<file path="src/rtl/sign_extend.sv">
// Immediate generator: extracts and sign-extends the immediate field of an
// instruction word for the selected format, with a registered debug copy.
module sign_extend (
  input  logic        clk,
  input  logic        rst,
  input  logic [31:0] In,
  input  logic [1:0]  ImmSrc,
  output logic [31:0] Imm_Ext,
  output logic [31:0] Imm_Ext_q
);

  logic sgn;

  assign sgn = In[31];

  // Format comes only from ImmSrc; the opcode bits are never inspected.
  always_comb begin
    Imm_Ext = '0;
    unique case (ImmSrc)
      2'b00: Imm_Ext = {{20{sgn}}, In[31:20]};
      2'b01: Imm_Ext = {{20{sgn}}, In[31:25],
                        In[11:7]};
      2'b10: Imm_Ext = {{19{sgn}}, sgn, In[7],
                        In[30:25], In[11:8],
                        1'b0};
      2'b11: Imm_Ext = {{11{sgn}}, sgn,
                        In[19:12], In[20],
                        In[30:21], 1'b0};
      default: Imm_Ext = 'x;
    endcase
  end

  always_ff @(posedge clk or posedge rst) begin
    if (rst) Imm_Ext_q <= '0;
    else     Imm_Ext_q <= Imm_Ext;
  end

endmodule

</file>
<file path="config.mk">
export PLATFORM = sky130hd
export DESIGN_NAME = sign_extend
export DESIGN_NICKNAME = d
export VERILOG_FILES = /design/src/rtl/sign_extend.sv
export SDC_FILE = /design/constraint.sdc
export NUM_CORES = 1
export LEC_CHECK = 0
export CAP_MARGIN = 20
export CORE_MARGIN = 2
export CORE_UTILIZATION = 30
export DETAILED_ROUTE_END_ITERATION = 12
export GPL_TIMING_DRIVEN = 0
export PLACE_DENSITY = 0.85
export SYNTH_ARGS = -nofsm -noshare
export SYNTH_HDL_FRONTEND = slang
export SYNTH_SLANG_ARGS = --single-unit
</file>
<file path="constraint.sdc">
create_clock -name clk -period 2.8 [get_ports clk]
set_input_delay 0.84 -clock clk [delete_from_list [all_inputs] [get_ports clk]]
set_output_delay 0.84 -clock clk [all_outputs]
set_load 0.01 [all_outputs]
</file>
Word level (Yosys, flattened, before mapping). Index checks and enable logic that the tools add are counted.

Eq/ne operators: 3. Mux-type cells: 1. Reductions and logical operators: 1.

Operators by type and width (count): $pmux 32 s4 (1); $eq 2x2->1 const B (2); $eq 2x1->1 const B (1); $logic_not 2->1 (1).

Input port bits: 36. Logic and storage cells: 6. Output and inout bits: 64. Bits in registers: 32.

Logic depth before layout (Yosys ltp).
Depth in word-level cells: 2. Mapped depth: 3. Gate-level depth less buffers: 2.

Worst setup path after synthesis. Ideal clock, no wire load.

Kind: input to output. From: input ImmSrc[0]. To: output Imm_Ext[1]. Setup slack: 519 ps. Data arrival time: 1441 ps. Required time: 1960 ps. Stages on the path: 2. Cell sequence: xor2_2 -> mux2_2.

Longest elaborated chain between the ends: 2. Elaborated cells on any way between the ends: 5. Classes of those cells: eq/ne: 3; mux: 1; reduce/logical: 1.

Ends and longest elaborated chain: start, declared (line 7) `input logic [1:0] ImmSrc,`; $eq 2x2->1 (tied with other cells) (line 19) `unique case (ImmSrc)`; $pmux 32 s4 * (line 19); end, declared (line 8) `output logic [31:0] Imm_Ext,`.

Mark *: on every way between the ends. The rest lies on a longest branch, timed or not. The select of a mux whose other input is x is not followed.

Final worst setup path.
From: input In[25]. To: output Imm_Ext[5].

Longest elaborated chain between the ends: 1.

Ends and longest elaborated chain: start, declared (line 6) `input logic [31:0] In,`; $pmux 32 s4 (line 19).

Every way passes these cells. The select of a mux whose other input is x is not followed.

==> results.py <==
metrics = {
    "status": {
        "status": "finished clean",
    },
    "finish": {
        "largest_reg_flops": 21,
        "mostFrequentLayoutCell": "clkdlybuf4s50_1",
        "biggestRegsByFlops": "Imm_Ext_q x21",
        "nets": 212,
        "final_cells": 208,
        "synthToLayoutAreaGrowth_pct": 111.2,
        "final_cell_area_um2": 1974,
        "final_cell_mix": "70 x clkdlybuf4s50_1, 40 x buf_4, 21 x dfrtp_1",
        "n_antenna_cell": 0,
        "drive_above_1_share": 0.3371,
        "top_register": "Imm_Ext_q",
    },
    "route": {
        "postRouteAntennaNets": 0,
        "firstDrtPassIters": 2,
        "drc": 0,
        "vias_per_cell": 4.288,
        "vias": 892,
        "drt_iter0_markers": 8,
        "routedWlPerCell_um": 13.47,
        "routed_wl_mm": 2.801,
    },
    "clocking": {
        "cts_sinks": 21,
        "cts_max_level": 1,
        "max-clock-path-buffers": 2,
        "cts_hold_buf": 0,
        "root_buffer": "clkbuf_4",
        "cts_buffers": 3,
        "cts_tree": "yes",
        "clkTransAtPathRegs_ns": 0.11,
    },
    "job": {
        "maxCapViolations": 0,
    },
    "die": {
        "die_h_um": 59.82,
        "start_util": 0.3112,
        "dieArea_um2": 3578,
        "fp-row-count": 20,
        "core_area_um2": 3003,
        "ioPinCount": 100,
        "die_w_um": 59.82,
    },
    "logic_synthesis": {
        "syn_nets": 108,
        "yosys_register_bits": 21,
        "synth_seq_area_share": 0.5622,
        "synth.distinct_cells": 11,
        "postSynthAreaPerCell_um2": 12.98,
        "yosys_warnings": 0,
        "postSynthCellCount": 72,
        "syn_area_um2": 934.6,
    },
    "global_route": {
        "grt_max_degree": 22,
        "track_usage": 0.1553,
        "antenna_found_initial": 0,
        "grt_remaining_overflow": 0,
        "grt_first_pass_wirelength_mm": 3.995,
        "first_global_vias": 892,
    },
    "critical_path": {
        "end_kind": "primary output",
        "startpoint_type": "input pin",
        "crit_type": "input pin to primary output",
        "worstPathRequired_ns": 1.96,
        "crit_fanout": 2,
        "arrival_ns": 1.95,
    },
    "place": {
        "placed_area_um2": 1897,
        "place_congestion": 0.6665,
        "portBuffers": 92,
        "dpl.cell_count": 197,
        "dp_hpwl_mm": 2.291,
    },
    "power": {
        "finalPower_uw": 751.5,
        "cellLeakagePower_uw": 0.0009302,
        "irDropWorstVdd_uv": 216.2,
        "power_density_nw_per_um2": 380.6,
    },
    "sta": {
        "slew_headroom": 0.4722,
        "fmax_ghz": 0.3588,
        "grt_setup_unrepaired": "false",
        "holdWs_ns": 0.7338,
        "slew_viol_final": 0,
        "hold_violations": 0,
        "fin_crit_ns": 2.787,
        "setup_viol": 0,
        "tightestPinTransition_ns": 0.7909,
        "fin_crit_sh": 0.9954,
    },
    "worst_hold_path": {
        "hp-class": "input pin to register",
    },
}
## power breakdown
part	switching [uW]	internal, uW
clock network	88.4	55.6
registers	7.71	325
logic	99.8	175
## worst paths after layout
check | from | to | cells after the start
max | In[25] | Imm_Ext[5] | 3
min | In[31] | Imm_Ext_q[30]$_DFF_PP0_ | 1
max in group asynchronous | rst | Imm_Ext_q[1]$_DFF_PP0_ | 2
min in group asynchronous | rst | Imm_Ext_q[30]$_DFF_PP0_ | 2
## timing repair
item	4_1_cts	5_1_grt
setup buffers	7	0
resized for setup	40	4
pin swaps	2	2
endpoints found under the setup margin	29	5
## kinds of logic (layout without fill, tap and decap cells)
group                     Yosys count  after routing  synth area share
muxes                               6              6           0.06961
DFF                                21             21            0.5622
buffers and inverters              32            135            0.2503
xor gates and xnor gates            1              1           0.01741
and+or+nand+nor                     2              2          0.008035
AOI/OAI and AO/OA                  10             10           0.09237
## layout make-up
type | instances | area [um2]
buffer | 31 | 236.5
clock buffer | 4 | 26.28
fill | 240 | 1028
inverter | 1 | 3.754
multi-input combinational | 19 | 193.9
sequential | 21 | 525.5
tap | 33 | 41.29
timing repair buffer | 99 | 947.2
## synthesized netlist by cell type, drive strengths merged
library cell  instances  area [um2]
a21boi                1       11.26
a21oi                 1       5.000
a31o                  8       70.07
buf                  31       230.2
dfrtp                21       525.5
inv                   1       3.750
mux2                  4       45.04
mux2i                 2       20.02
nor2                  2       7.510
xor2                  1       16.27
## stage by stage
step,setup TNS (ns),setup slack [ns],utilization
3_5_place_dp,-13.71,-0.7895,0.6317
4_1_cts,0,0.003172,0.6571
3_3_place_gp,-13.12,-0.7626,0.6317
5_1_grt,0,0.003141,0.6575
6_report,0,0.01295,0.6575
2_1_floorplan,0,0.5192,-
## critical path, cell delays in order
cell	delay, ns
clkdlybuf4s50_1	0.48
buf_4	0.10
clkdlybuf4s50_1	0.52
## layer usage
metal / vias up / routed length [um] / GRT usage
li1: 419 / - / -
met2: 53 / 1585 / 0.3168
met1: 416 / 845 / 0.1262
met5: - / 0 / 0
met3: 4 / 340 / 0.07143
met4: 0 / 29 / 0.04762
Power figures use the tool's default switching activity.
